`config.mk`:
```
export PLATFORM = sky130hd
export DESIGN_NAME = program_loader
export DESIGN_NICKNAME = d
export VERILOG_FILES = /design/src/rtl/program_loader_pkg.sv /design/src/rtl/program_loader.sv
export SDC_FILE = /design/constraint.sdc
export NUM_CORES = 1
export LEC_CHECK = 0
export ABC_CLOCK_PERIOD_IN_PS = 3800
export BUFFER_PORTS_ARGS = -buffer_cell sky130_fd_sc_hd__buf_2
export CORE_MARGIN = 10
export CORE_UTILIZATION = 55
export CTS_BUF_LIST = sky130_fd_sc_hd__clkbuf_4
export CTS_CLUSTER_SIZE = 10
export DETAILED_ROUTE_END_ITERATION = 10
export PLACE_DENSITY_LB_ADDON = 0.3
export SETUP_SLACK_MARGIN = 0.3
export SLEW_MARGIN = 20
export SYNTH_ARGS = -nofsm -noshare
export SYNTH_HDL_FRONTEND = slang
export SYNTH_SLANG_ARGS = --single-unit
```
`constraint.sdc`:
```
create_clock -name i_clk -period 3.8 [get_ports i_clk]
set_clock_uncertainty 0.2 [all_clocks]
set_input_delay 0.19 -clock i_clk [delete_from_list [all_inputs] [get_ports i_clk]]
set_output_delay 0.19 -clock i_clk [all_outputs]
set_load 0.01 [all_outputs]
```
`src/rtl/program_loader_pkg.sv`:
```
// Shared definitions for the program-load engine: FSM encoding, word geometry
// and the default halt instruction.
// Imported by program_loader; no logic of its own.
package loader_pkg;

   // Loader FSM encoding (2 bits).
   typedef enum logic [1:0] {
      ST_IDLE  = 2'd0,
      ST_RECV  = 2'd1,
      ST_WRITE = 2'd2,
      ST_DONE  = 2'd3
   } loader_state_e;

   // UART bytes assembled into one instruction word.
   localparam int BYTES_PER_WORD = 4;

   // Instruction that terminates a program image.
   localparam logic [31:0] DEFAULT_HALT_WORD = 32'hFFFF_FFFF;

   // True when the byte counter points at the last byte of a word.
   function automatic logic is_last_byte(input logic [1:0] cnt);
      return cnt == 2'(BYTES_PER_WORD - 1);
   endfunction

endpackage

```
`src/rtl/program_loader.sv`:
```
// Purpose : assemble UART bytes MSB-first into words and preload them into program memory.
// Latency : preload strobe in the cycle after the 4th byte is sampled; done/overflow one cycle later.
// Backpressure: none; accepts one byte per cycle, including the byte that lands on a write cycle.
//
// Ports
//   i_clk, i_rst (async, active-low)
//   i_start                   : pulse, begins a load at address 0 (from IDLE or DONE only)
//   i_rx_data / i_rx_done     : UART byte and its one-cycle strobe
//   o_preload_flag            : one-cycle write strobe to program memory
//   o_preload_address/_instruction : write address / assembled word, held between writes
//   o_loading                 : high while receiving or writing (pipeline held off)
//   o_load_done, o_overflow   : completion levels, cleared by the next i_start
module program_loader
   import loader_pkg::*;
#(
   parameter int              LEN               = 32,
   parameter int              BYTE_LEN          = 8,
   parameter int              RAM_DEPTH_PROGRAM = 2048,
   parameter logic [LEN-1:0]  HALT_WORD         = LEN'(DEFAULT_HALT_WORD)
) (
   input  logic                i_clk,
   input  logic                i_rst,
   input  logic                i_start,
   input  logic [BYTE_LEN-1:0] i_rx_data,
   input  logic                i_rx_done,
   output logic                o_preload_flag,
   output logic [LEN-1:0]      o_preload_address,
   output logic [LEN-1:0]      o_preload_instruction,
   output logic                o_loading,
   output logic                o_load_done,
   output logic                o_overflow
);

   localparam logic [LEN-1:0] LAST_ADDR = LEN'(RAM_DEPTH_PROGRAM - 1);
   localparam logic [LEN-1:0] ADDR_ONE  = LEN'(1);

   loader_state_e  state_q, state_d;
   logic [1:0]     cnt_q, cnt_d;
   logic [LEN-1:0] word_q, word_d;
   logic [LEN-1:0] addr_q, addr_d;

   logic           flag_d;
   logic [LEN-1:0] paddr_d;
   logic [LEN-1:0] instr_d;
   logic           loading_d;
   logic           done_d;
   logic           ovf_d;

   // Incoming byte appended at the LSB end; the oldest byte falls off the top.
   logic [LEN-1:0] word_shifted;
   assign word_shifted = {word_q[LEN-BYTE_LEN-1:0], i_rx_data};

   // ------------------------------------------------------------------
   // State register and all registered outputs
   // ------------------------------------------------------------------
   always_ff @(posedge i_clk or negedge i_rst) begin
      if (!i_rst) begin
         state_q               <= ST_IDLE;
         cnt_q                 <= '0;
         word_q                <= '0;
         addr_q                <= '0;
         o_preload_flag        <= 1'b0;
         o_preload_address     <= '0;
         o_preload_instruction <= '0;
         o_loading             <= 1'b0;
         o_load_done           <= 1'b0;
         o_overflow            <= 1'b0;
      end else begin
         state_q               <= state_d;
         cnt_q                 <= cnt_d;
         word_q                <= word_d;
         addr_q                <= addr_d;
         o_preload_flag        <= flag_d;
         o_preload_address     <= paddr_d;
         o_preload_instruction <= instr_d;
         o_loading             <= loading_d;
         o_load_done           <= done_d;
         o_overflow            <= ovf_d;
      end
   end

   // ------------------------------------------------------------------
   // Next-state and next-output logic
   // ------------------------------------------------------------------
   always_comb begin
      state_d   = state_q;
      cnt_d     = cnt_q;
      word_d    = word_q;
      addr_d    = addr_q;
      flag_d    = 1'b0;
      paddr_d   = o_preload_address;
      instr_d   = o_preload_instruction;
      ovf_d     = o_overflow;

      case (state_q)
         ST_IDLE, ST_DONE: begin
            // A byte arriving with the start pulse is dropped on purpose:
            // the counter is being cleared in the same cycle.
            if (i_start) begin
               state_d = ST_RECV;
               addr_d  = '0;
               cnt_d   = '0;
               ovf_d   = 1'b0;
            end
         end

         ST_RECV: begin
            if (i_rx_done) begin
               word_d = word_shifted;
               cnt_d  = cnt_q + 2'd1;
               if (is_last_byte(cnt_q)) begin
                  // Present the complete word, including this byte, next cycle.
                  state_d = ST_WRITE;
                  flag_d  = 1'b1;
                  paddr_d = addr_q;
                  instr_d = word_shifted;
               end
            end
         end

         ST_WRITE: begin
            // word_q still holds the word being written this cycle.
            if (word_q == HALT_WORD) begin
               state_d = ST_DONE;
            end else if (addr_q == LAST_ADDR) begin
               state_d = ST_DONE;
               ovf_d   = 1'b1;
            end else begin
               state_d = ST_RECV;
               addr_d  = addr_q + ADDR_ONE;
               // Counter wrapped to 0 on entry, so this becomes byte 0.
               if (i_rx_done) begin
                  word_d = word_shifted;
                  cnt_d  = cnt_q + 2'd1;
               end
            end
         end

         default: state_d = ST_IDLE;
      endcase

      loading_d = (state_d == ST_RECV) || (state_d == ST_WRITE);
      done_d    = (state_d == ST_DONE);
   end

endmodule

```
# [Yosys cells after proc, flatten, opt, wreduce, memory -nomap -nowiden]
# Index checks and enable logic that the tools add are counted.
[totals] reg_bits=136 elab_cells=61
[op_classes] addsub=2 eq_ne=13 n_mux=26 n_reduce_logical=10
[ops] cell="$mux 32" count=6
[ops] cell="$pmux 32 s2" count=2
[ops] cell="$add 32x1->32 const B" count=1
[ops] cell="$eq 32x11->1 const B" count=1
[ops] cell="$eq 32x32->1 const B" count=1
[ops] cell="$mux 2" count=9
[ops] cell="$pmux 2 s3" count=2
[ops] cell="$eq 2x2->1 const B" count=5
[ops] cell="$reduce_and 3->1" count=3
[ops] cell="$ne 2x2->1 const B" count=4
[ops] cell="$reduce_and 4->1" count=2
[ops] cell="$mux 1" count=6
[ops] cell="$eq 2x1->1 const B" count=2
[ops] cell="$reduce_bool 2->1" count=2
[ops] cell="$add 2x1->2 const B" count=1
[ops] cell="$logic_not 2->1" count=1
[ops] cell="$pmux 1 s2" count=1
[ops] cell="$reduce_or 2->1" count=1
[ops] cell="$logic_or 1x1->1" count=1

# [Longest topological paths before layout]
[depth] ltp_word=6 depth_mapped=11 mapped_depth_nobuf=8

# [Least setup slack after synthesis]
# OpenSTA, ideal clock, no wires.
[synth_timing] path_kind="reg-to-reg" start="reg state_q[0]" end="reg word_q[10]" setup_ps=125 arrival_time_ps=2218 t_required_ps=3475 setup_slack_ps=1258 stages_incl_launch_ff=11 path_buffers=3 path_cell_list="dfrtp_1 inv_1 ha_1 buf_2 nor4b_1 nand4_1 nor4_2 or3_1 buf_2 buf_6 mux2_2"
[synth_between] elab_chain_len=3
[synth_rtl] item="start, declared" line="program_loader.sv:37" source="loader_state_e state_q, state_d;"
[synth_rtl] item="start signal, assigned" line="program_loader.sv:69" source="state_q <= state_d;"
[synth_rtl] item="$eq 2x2->1 / $eq 2x1->1 (equally long branches)" line="program_loader.sv:95" source="case (state_q)"
[synth_rtl] item="$ne 2x2->1 (no line) / $reduce_bool 2->1 (equally long branches)"
[synth_rtl] item="$reduce_and 3->1 (no line)"
[synth_rtl] item="end signal, assigned" line="program_loader.sv:71" source="word_q <= word_d;"
[synth_rtl] item="end, declared" line="program_loader.sv:39" source="logic [LEN-1:0] word_q, word_d;"
# Parallel ways exist; a longest one is shown, timed or not.
# A chain may end at the register's enable or synchronous reset.

# [Worst setup path in the final report]
[layout_timing] start="reg state_q[0]" end="reg word_q[20]"
# The elaborated chain is that of the path after synthesis.

==> reports/metrics.yaml <==
grt:
  grt_pass1_vias: 4618
  grt_max_degree: 76
  track_usage: 0.176
  antenna_found_initial: 0
  grt.overflow.total: 0
  grt_first_pass_wirelength_um: 23400
route:
  drt-pass1-iter-count: 5
  drc: 0
  avgRoutedWirePerCell_um: 18.2
  top_layer_used: "met4"
  viasPerCell: 5.99
  wl_met2_um: 6610
  ant_nets: 0
  finalWirelength_um: 13700
  first_iter_violations: 274
  routed-wl-met3_um: 1130
  wl_met1_um: 5780
  via_count: 4505
pwr:
  intPower_w: 0.00260
  netSwitchingPower_w: 0.00124
  vdd_drop_max_uv: 385
  leakagePower_nw: 3.39
  swShare: 0.324
  power_density_nw_per_um2: 543
  power_frac_clock: 0.249
  power.share.sequential: 0.525
  p_comb_frac: 0.226
die:
  dieArea_um2: 15900
  initial_utilization: 0.567
  die_y_um: 126
  core_area_um2: 10900
  dieWidth_um: 126
  num_rows: 38
  io_pins: 80
clock_tree:
  clock-sinks: 136
  root_buffer: "clkbuf_4"
  clk_latency_ns: 0.55
  cts_setup_buffers: 0
  clkTransAtPathRegs_ns: 0.13
  htree_levels: 4
  cts_buffer_depth: 2
  cts_tree: "yes"
  numCtsBuffers: 17
place:
  numPortBuffers: 79
  hpwl_um: 9320
  routabilityCongestion: 0.898
logic_synthesis:
  synth_edf_count: 0
  yosysTopAreaCell: "dfrtp_1"
  syn-cell-area_um2: 6200
  ys_types: 52
  synth_top_area_share: 0.549
  postSynthCellCount: 519
  ys_warn_count: 0
  yosys_register_bits: 136
  synth.area.top_cells: "dfrtp_1, mux2_2, mux2_1"
  synth_nets: 536
  avgSynthCellArea_um2: 11.9
  ys.flop_type: "dfrtp_1"
  async_flop_share: 1.00
  ys_seq_area_frac: 0.549
sta:
  setup_tns_ns: 0
  period_share: 0.834
  timing.slew.headroom: 0.382
  drv_slew: 0
  setup_viol: 0
  hold_viol: 0
  rsz0062_at_grt: "no"
  holdWs_ns: 0.0104
  finalCriticalPeriod_ns: 3.17
  max_slew.worst_pin.slew_ns: 0.928
  max_freq_mhz: 316
final_layout:
  fin_nets: 616
  antenna-diode-count: 0
  area_growth_pct: 14.0
  drive_gt1_frac: 0.333
worst_setup_path:
  cp_data_required_time_ns: 4.02
  endpoint_kind: "register"
  setup.worst_path.class: "register to register"
  critPathLaunchType: "register"
  cp_max_fo: 32
  worst_ep_arrival_time_ns: 3.39
status:
  status: "finished clean"
job:
  cap_viol_max_count: 0
worst_hold_path:
  min_path_type: "input port to asynchronous set/reset pin"
-- power groups by stage --
stage                     combinational (W)  clock [W]  sequential, W
after floorplan                    0.000539          0        0.00202
after global placement             0.000832          0        0.00202
after detailed placement           0.000867          0        0.00204
after CTS                          0.000881   0.000973        0.00202
after global routing               0.000966    0.00104        0.00206
final                              0.000868   0.000955        0.00202
-- layer usage --
layer,GRT usage,up-vias
met2,0.279,157
li1,-,2104
met5,0,-
met3,0.0659,19
met4,0.0650,0
met1,0.214,2225
-- Yosys cell counts (all sizes together) (4+ instances only) --
cell / count
inv: 11
or4: 7
ha: 5
a211o: 7
mux2: 91
o221ai: 10
nand4: 19
clkbuf: 19
nor2: 12
nor4: 15
nand2b: 8
o21ai: 31
nand2: 38
o211ai: 6
o41ai: 4
and3: 14
buf: 16
nor3: 8
o311ai: 4
a22o: 4
dfrtp: 136
nand3: 18
nand3b: 6
-- registers in the layout, indices dropped and copies added (netlist names), 2 cells and up --
name and flops:
cnt_q 2, addr_q 32, o_preload_address 32, state_q 2, word_q 32, o_preload_instruction 32
-- metrics by stage --
stage | cell area, um^2 | util | setup slack (ns) | total power, W | cells
floorplan | 6200 | - | 1.26 | 0.00256 | 519
detailed placement | 6670 | 0.610 | 0.465 | 0.00291 | 709
finish | 7070 | 0.646 | 0.632 | 0.00384 | 752
global placement | 6670 | 0.610 | 0.640 | 0.00285 | 709
CTS | 7060 | 0.646 | 0.434 | 0.00387 | 752
global route | 7070 | 0.646 | 0.492 | 0.00407 | 752
-- area by class of cell --
type / count / area [um^2]
Clock inverter: 14 / 149
Timing Repair Buffer: 96 / 557
Inverter: 11 / 41.3
Fill cell: 849 / 3870
Multi-Input combinational cell: 337 / 2610
Tap cell: 140 / 175
Sequential cell: 136 / 3400
Clock buffer: 18 / 135
-- cells in the final DEF, fill, tap and decap left out, drive strengths merged, types with 2 or more instances in the layout --
cell type    netlist  layout
nor2              12      12
nor3b              3       3
or4                7       7
a211o              7       7
a21oi              2       2
nor3               8       8
dfrtp            136     136
o311ai             4       4
nand2b             8       8
ha                 5       5
clkinvlp           0       3
inv               11      15
clkbuf            19      18
dlygate4sd3        0      11
clkinv             0       5
nand3b             6       6
buf               16      85
o21ai             31      31
a221o              3       3
o41ai              4       4
bufinv             0       2
or3                3       3
or2                3       3
a22o               4       4
nand2             38      38
mux2i              2       2
o221ai            10      10
a211oi             2       2
o211ai             6       6
nand4             19      19
nor4              15      15
o31ai              2       2
nand3             18      18
and3              14      14
mux2              91      91
-- repair_timing --
| action | in CTS | in global routing |
|---|---|---|
| hold endpoints to repair | 95 | 0 |
| setup endpoints to repair | 0 | 32 |
| resized for setup | 0 | 1 |
| hold buffers | 11 | 0 |
-- cells by family (layout without fill, tap and decap cells) --
| logic type | count (synthesis) | in the layout | synth area share |
|---|---|---|---|
| AO/OA/AOI/OAI | 79 | 79 | 0.0901 |
| adder cells (fa/ha/maj) | 5 | 5 | 0.0101 |
| buffers and inverters | 46 | 139 | 0.0339 |
| flip-flops | 136 | 136 | 0.549 |
| multiplexers | 93 | 93 | 0.169 |
| AND/OR/NAND/NOR | 160 | 160 | 0.148 |
-- worst max-delay path, stage by stage, from the launching register on --
cell and delay, ns:
dfrtp_1 0.40, inv_1 0.09, ha_2 0.44, nor4b_1 0.32, nand4_1 0.20, nor4_2 0.46
or3_1 0.18, buf_4 0.36, mux2_2 0.39
-- path summary, 6_finish.rpt --
| check | end | cells after the start | slack, ns | from |
|---|---|---|---|---|
| worst max-delay path | word_q[20]$_DFFE_PN0P_ | 8 | 0.63 | state_q[0]$_DFF_PN0_ |
| max in group asynchronous | o_preload_instruction[5]$_DFFE_PN0P_ | 3 | 2.52 | i_rst |
| worst min-delay path | addr_q[11]$_DFFE_PN0P_ | 2 | 0.01 | i_rst |
| worst max register to register | word_q[20]$_DFFE_PN0P_ | 8 | 0.63 | state_q[0]$_DFF_PN0_ |
| min in group i_clk | word_q[3]$_DFFE_PN0P_ | 3 | 0.21 | i_rx_data[3] |
| worst min register to register | o_preload_address[14]$_DFFE_PN0P_ | 2 | 0.29 | o_preload_address[14]$_DFFE_PN0P_ |
Power figures use the tool's default switching activity.
